`src/rtl/rr_arb_pkg.sv`:
```
// rr_arb_pkg: shared constants and the FSM state type for the 8-way
// round-robin arbiter.
//   N_REQ       number of requesters
//   ID_W        width of an encoded requester index
//   arb_state_e arbiter FSM states (binary encoded)
package rr_arb_pkg;

    localparam int N_REQ = 8;
    localparam int ID_W  = 3;

    typedef enum logic [1:0] {
        IDLE  = 2'd0,
        GRANT = 2'd1,
        GAP   = 2'd2
    } arb_state_e;

endpackage

```
`src/rtl/rr_arbiter8_if.sv`:
```
// rr_arbiter8_if: request/grant bundle between requesters and the arbiter.
//   req       requester -> arbiter, one level-sensitive bit per requester
//   gnt       one-hot grant
//   gnt_id    encoded index of the granted requester
//   gnt_valid any grant asserted
//   timeout   one-cycle pulse after a forced release
// Modports: master = requester side, slave = arbiter side.
interface rr_arbiter8_if;
    import rr_arb_pkg::*;

    logic [N_REQ-1:0] req;
    logic [N_REQ-1:0] gnt;
    logic [ID_W-1:0]  gnt_id;
    logic             gnt_valid;
    logic             timeout;

    modport master (
        output req,
        input  gnt,
        input  gnt_id,
        input  gnt_valid,
        input  timeout
    );

    modport slave (
        input  req,
        output gnt,
        output gnt_id,
        output gnt_valid,
        output timeout
    );

endinterface

```
`src/rtl/rr_prio_enc8.sv`:
```
// rr_prio_enc8: rotated 8-to-3 priority encoder (combinational).
//   req_i  request vector
//   ptr_i  first index to consider; the search wraps upward mod 8
//   id_o   index of the first set bit at or above ptr_i (mod 8)
//   any_o  at least one request is set
module rr_prio_enc8
    import rr_arb_pkg::*;
(
    input  logic [N_REQ-1:0] req_i,
    input  logic [ID_W-1:0]  ptr_i,
    output logic [ID_W-1:0]  id_o,
    output logic             any_o
);

    logic [2*N_REQ-1:0] dbl;
    logic [2*N_REQ-1:0] shifted;
    logic [N_REQ-1:0]   rot;
    logic [ID_W-1:0]    off;

    // Rotate right by ptr so bit 0 of rot corresponds to requester ptr.
    assign dbl     = {req_i, req_i};
    assign shifted = dbl >> ptr_i;
    assign rot     = shifted[N_REQ-1:0];

    always_comb begin
        off = '0;
        casez (rot)
            8'b???????1: off = 3'd0;
            8'b??????10: off = 3'd1;
            8'b?????100: off = 3'd2;
            8'b????1000: off = 3'd3;
            8'b???10000: off = 3'd4;
            8'b??100000: off = 3'd5;
            8'b?1000000: off = 3'd6;
            8'b10000000: off = 3'd7;
            default:     off = 3'd0;
        endcase
    end

    // 3-bit add wraps the rotated offset back to an absolute index.
    assign id_o  = ptr_i + off;
    assign any_o = |req_i;

endmodule

```
`src/rtl/rr_arbiter8.sv`:
```
// rr_arbiter8: round-robin arbiter for 8 requesters with a bounded hold time.
//   clk    system clock, rising edge
//   rst_n  asynchronous active-low reset
//   bus    rr_arbiter8_if.slave (req in; gnt, gnt_id, gnt_valid, timeout out)
// Parameter MAXHOLD (2..256): longest grant in cycles before forced release.
//
// state | meaning
// IDLE  | no grant; arbitrate among pending requests from ptr upward
// GRANT | one requester owns the resource; hold counter running
// GAP   | one dead turnaround cycle after any release
module rr_arbiter8
    import rr_arb_pkg::*;
#(
    parameter int MAXHOLD = 16
)
(
    input  logic        clk,
    input  logic        rst_n,
    rr_arbiter8_if.slave bus
);

    localparam int              CNT_W     = $clog2(MAXHOLD + 1);
    localparam logic [CNT_W-1:0] MAXHOLD_C = CNT_W'(MAXHOLD);

    arb_state_e       state_q, state_d;
    logic [ID_W-1:0]  ptr_q, ptr_d;
    logic [CNT_W-1:0] cnt_q, cnt_d;
    logic [N_REQ-1:0] gnt_q, gnt_d;
    logic [ID_W-1:0]  gnt_id_q, gnt_id_d;
    logic             gnt_valid_q, gnt_valid_d;
    logic             timeout_q, timeout_d;

    logic [ID_W-1:0]  enc_id;
    logic             enc_any;
    logic             owner_req;

    rr_prio_enc8 u_enc (
        .req_i (bus.req),
        .ptr_i (ptr_q),
        .id_o  (enc_id),
        .any_o (enc_any)
    );

    assign owner_req = bus.req[gnt_id_q];

    always_comb begin
        state_d     = state_q;
        ptr_d       = ptr_q;
        cnt_d       = cnt_q;
        gnt_d       = gnt_q;
        gnt_id_d    = gnt_id_q;
        gnt_valid_d = gnt_valid_q;
        timeout_d   = 1'b0;
        unique case (state_q)
            IDLE: begin
                if (enc_any) begin
                    state_d     = GRANT;
                    gnt_d       = N_REQ'(1) << enc_id;
                    gnt_id_d    = enc_id;
                    gnt_valid_d = 1'b1;
                    cnt_d       = CNT_W'(1);
                end
            end
            GRANT: begin
                if (!owner_req || (cnt_q == MAXHOLD_C)) begin
                    state_d     = GAP;
                    gnt_d       = '0;
                    gnt_valid_d = 1'b0;
                    ptr_d       = gnt_id_q + ID_W'(1);
                    cnt_d       = '0;
                    // Request still high here means the limit forced the release.
                    timeout_d   = owner_req;
                end else begin
                    cnt_d = cnt_q + CNT_W'(1);
                end
            end
            GAP: begin
                state_d = IDLE;
            end
            default: begin
                state_d = IDLE;
            end
        endcase
    end

    always_ff @(posedge clk or negedge rst_n) begin
        if (!rst_n) begin
            state_q     <= IDLE;
            ptr_q       <= '0;
            cnt_q       <= '0;
            gnt_q       <= '0;
            gnt_id_q    <= '0;
            gnt_valid_q <= 1'b0;
            timeout_q   <= 1'b0;
        end else begin
            state_q     <= state_d;
            ptr_q       <= ptr_d;
            cnt_q       <= cnt_d;
            gnt_q       <= gnt_d;
            gnt_id_q    <= gnt_id_d;
            gnt_valid_q <= gnt_valid_d;
            timeout_q   <= timeout_d;
        end
    end

    assign bus.gnt       = gnt_q;
    assign bus.gnt_id    = gnt_id_q;
    assign bus.gnt_valid = gnt_valid_q;
    assign bus.timeout   = timeout_q;

endmodule

```
`src/flat_wrapper.sv`:
```
// flat-port wrapper written by rule: the top's interface ports become plain ports
module rr_arbiter8_flat import rr_arb_pkg::*;
#(
    parameter int MAXHOLD = 16
)
  (clk, rst_n, bus_req, bus_gnt, bus_gnt_id, bus_gnt_valid, bus_timeout);
  rr_arbiter8_if bus_i ();
  input  logic clk;
  input  logic rst_n;
  input wire logic [$bits(bus_i.req)-1:0] bus_req;
  output wire logic [$bits(bus_i.gnt)-1:0] bus_gnt;
  output wire logic [$bits(bus_i.gnt_id)-1:0] bus_gnt_id;
  output wire logic [$bits(bus_i.gnt_valid)-1:0] bus_gnt_valid;
  output wire logic [$bits(bus_i.timeout)-1:0] bus_timeout;
  assign bus_i.req = bus_req;
  assign bus_gnt = bus_i.gnt;
  assign bus_gnt_id = bus_i.gnt_id;
  assign bus_gnt_valid = bus_i.gnt_valid;
  assign bus_timeout = bus_i.timeout;
  rr_arbiter8 #(.MAXHOLD(MAXHOLD)) u_core (.clk(clk), .rst_n(rst_n), .bus(bus_i));
endmodule
```
`config.mk`:
```
export PLATFORM = sky130hd
export DESIGN_NAME = rr_arbiter8_flat
export DESIGN_NICKNAME = d
export VERILOG_FILES = /design/src/rtl/rr_arb_pkg.sv /design/src/rtl/rr_arbiter8_if.sv /design/src/rtl/rr_prio_enc8.sv /design/src/rtl/rr_arbiter8.sv /design/src/flat_wrapper.sv
export SDC_FILE = /design/constraint.sdc
export NUM_CORES = 1
export LEC_CHECK = 0
export CAP_MARGIN = 5
export CORE_MARGIN = 2
export CORE_UTILIZATION = 30
export CTS_CLUSTER_DIAMETER = 100
export DETAILED_ROUTE_END_ITERATION = 7
export GPL_ROUTABILITY_DRIVEN = 0
export PLACE_DENSITY = 0.53
export SETUP_SLACK_MARGIN = 0.3
export SKIP_CTS_REPAIR_TIMING = 1
export SLEW_MARGIN = 20
export SYNTH_ARGS = -nofsm -noshare
export SYNTH_HDL_FRONTEND = slang
export SYNTH_SLANG_ARGS = --single-unit
```
`constraint.sdc`:
```
create_clock -name clk -period 2.9 [get_ports clk]
set_input_delay 0.58 -clock clk [delete_from_list [all_inputs] [get_ports clk]]
set_output_delay 0.58 -clock clk [all_outputs]
set_load 0.01 [all_outputs]
```
==> flow_summary.yaml <==
routing:
  drc: 0
  drt_first_iter_violations: 57
  via_per_inst: 5.066
  via_count: 1682
  ant_nets: 0
  wl_um: 4851
  dr.pass1.iters: 4
  post_drt_wl_per_cell_um: 14.61
floorplanning:
  die_y_um: 81.01
  dieArea_um2: 6563
  num_io_pins: 23
  core_area_um2: 5816
  die_w_um: 81.01
  num_rows: 28
  start_util_pct: 30.59
synthesis:
  synth_fp_nets: 210
  synth_top_cell_by_area: "dfrtp_1"
  synth_common_cells: "dfrtp_1 (23), nand2_1 (23), nor3_1 (12)"
  netlist.area_leader.share_pct: 32.35
  yosysWarnings: 0
  seq_area_frac_synth_pct: 32.35
  syn_inst: 195
  synthDistinctLibCells: 49
  ys_ff_latch: 23
  synth_edf_count: 0
  synthFlopType: "dfrtp_1"
  ys_async_sr_fraction_pct: 100.0
  synth_area_leaders: "dfrtp_1 (32%), mux2i_1 (5.1%), mux4_2 (5.1%)"
  netlist_area_um2: 1779
  avgSynthCellArea_um2: 9.124
place:
  placed_area_um2: 2384
  numPortBuffers: 22
  hpwl_um: 3449
clocking:
  clockBufferDepth: 2
  path_clk_slew_ps: 90
  clkSinkCount: 23
  htreeDepth: 1
  insertion_delay_ps: 260
  root_buffer: "clkbuf_8"
  cts_tree: "built"
  cts_made_buffers: 3
sta:
  final.setup.tns_ps: -223.7
  setup_viol: 5
  fin_worst_skew_ps: 8.212
  rsz0062_at_grt: "yes"
  fin_crit_ps: 2977
  fin_ws_ps: -76.68
  fmaxAchievable_mhz: 335.9
  worst_pin_slew_ps: 468.9
  hold_viol_final: 0
  relSlewSlack_pct: 68.64
  period_share_pct: 102.6
  slew_violations: 0
power:
  powerDensity_nw_per_um2: 1143
  p_leak_nw: 1.185
  ir_worst_vdd_v: 0.0006082
setup_path:
  reg2reg_from: "u_core.ptr_q[1]$_DFFE_PN0P_"
  critPathMaxFanout: 14
  start_kind: "flip-flop"
  required_ps: 3060
  cp_data_arrival_time_ps: 3140
  cp-startpoint: "u_core.ptr_q[1]$_DFFE_PN0P_"
  crit_type: "flip-flop to flip-flop"
  end_kind: "flip-flop"
grt:
  grt_pass1_wl_um: 7769
  grt_max_degree: 30
  grt-ovfl-total: 0
  first_global_vias: 1594
  antenna_found_initial: 0
  grt_usage_pct: 14.95
final_layout:
  fillers: 588
  drive_gt1_share_pct: 38.91
  syn_to_final_growth_pct: 51.48
  final_nets: 273
  final_cell_area_um2: 2695
  antenna_cells: 0
job:
  maxCapViolCount: 0
run_status:
  violations: "setup timing"
  outcome: "finished, violations left"
hold_path:
  hold_path.startpoint: "u_core.bus.gnt_valid$_DFFE_PN0P_"
  min_path_type: "flip-flop to flip-flop"
[area by class of cell]
class / instances / area, um2 / area share (%)
multi-input combinational: 145 / 1274 / 47.26
timing repair buffer: 74 / 660.6 / 24.51
sequential: 23 / 579.3 / 21.49
tap: 75 / 93.84 / 3.482
clock buffer: 3 / 41.29 / 1.532
inverter: 11 / 41.29 / 1.532
clock inverter: 1 / 5.005 / 0.1857
[layout by cell type, fill, tap and decap left out, drive strengths merged, types with 7 or more instances in the layout]
cell and instances:
buf 51, nand2 23, dfrtp 23, clkdlybuf4s50 14
nor3 13, o21ai 12, inv 11, nor2 9
mux2i 9, nand2b 7, nand3 7
[critical path, stage by stage (launching register included)]
cell and delay, ps:
dfrtp_2 450, clkbuf_16 200, and2_4 160, a221o_1 350, o32ai_2 160, nand4_1 130
nand2_1 80, ha_2 170, inv_2 40, fa_2 420, xnor2_4 250, buf_12 150
xnor2_4 80, a32o_1 240
[routing by layer]
layer	track usage (%)	part of all wire, %	vias up
li1	-	-	843
met1	22.26	49	815
met2	23.06	48	22
met3	2.889	2.1	2
met4	2.034	0.16	0
met5	0	0	-
[logic make-up (layout without fill, tap and decap cells)]
logic type	after synthesis	after routing	synth area share [%]
adders and majority gates	5	5	3.938
and+or+nand+nor	77	77	22.86
buffers and inverters	28	89	7.735
xor gates and xnor gates	6	7	3.376
muxes	17	17	12.66
AOI/OAI and AO/OA	39	39	17.09
DFF	23	23	32.35
[flip-flops by register name, indices dropped and copies added (netlist names)]
signal,cells
u_core.bus.gnt,8
u_core.bus.gnt_id,3
u_core.bus.gnt_valid,1
u_core.bus.timeout,1
u_core.cnt_q,5
u_core.ptr_q,3
u_core.state_q,2
[where the power goes]
part           total (mW)  internal, mW  switching [mW]
Sequential          0.567         0.424           0.143
Combinational        2.32          1.23            1.08
Clock               0.197        0.0958           0.101
Total                3.08          1.75            1.33
[per-stage QoR]
step | total power, mW | utilization (%) | std cells | hold WS, ps | setup slack [ps]
after detailed placement | 2.386 | 40.99 | 316 | 479.9 | -694.3
after CTS | 2.589 | 41.78 | 320 | 498.5 | -416.3
after global placement | 2.371 | 40.99 | 316 | 474.1 | -631.4
after floorplan | 1.787 | - | 195 | 284.4 | 135.0
final | 3.080 | 46.34 | 332 | 494.0 | -76.68
after global routing | 3.336 | 46.34 | 332 | 518.9 | -261.6
[path summary, 6_finish.rpt]
| path | to | slack (ps) | depth (start not counted) |
|---|---|---|---|
| max in group asynchronous | u_core.ptr_q[0]$_DFFE_PN0P_ | 1980 | 2 |
| worst min register to register | u_core.bus.gnt_valid$_DFFE_PN0P_ | 490 | 2 |
| min in group asynchronous | u_core.cnt_q[3]$_DFFE_PN0P_ | 660 | 2 |
| worst max register to register | u_core.bus.gnt[3]$_DFFE_PN0P_ | -80 | 13 |
| worst max-delay path | u_core.bus.gnt[3]$_DFFE_PN0P_ | -80 | 13 |
| worst min-delay path | u_core.bus.gnt_valid$_DFFE_PN0P_ | 490 | 2 |
No activity file was read; power rests on OpenSTA's default activity.
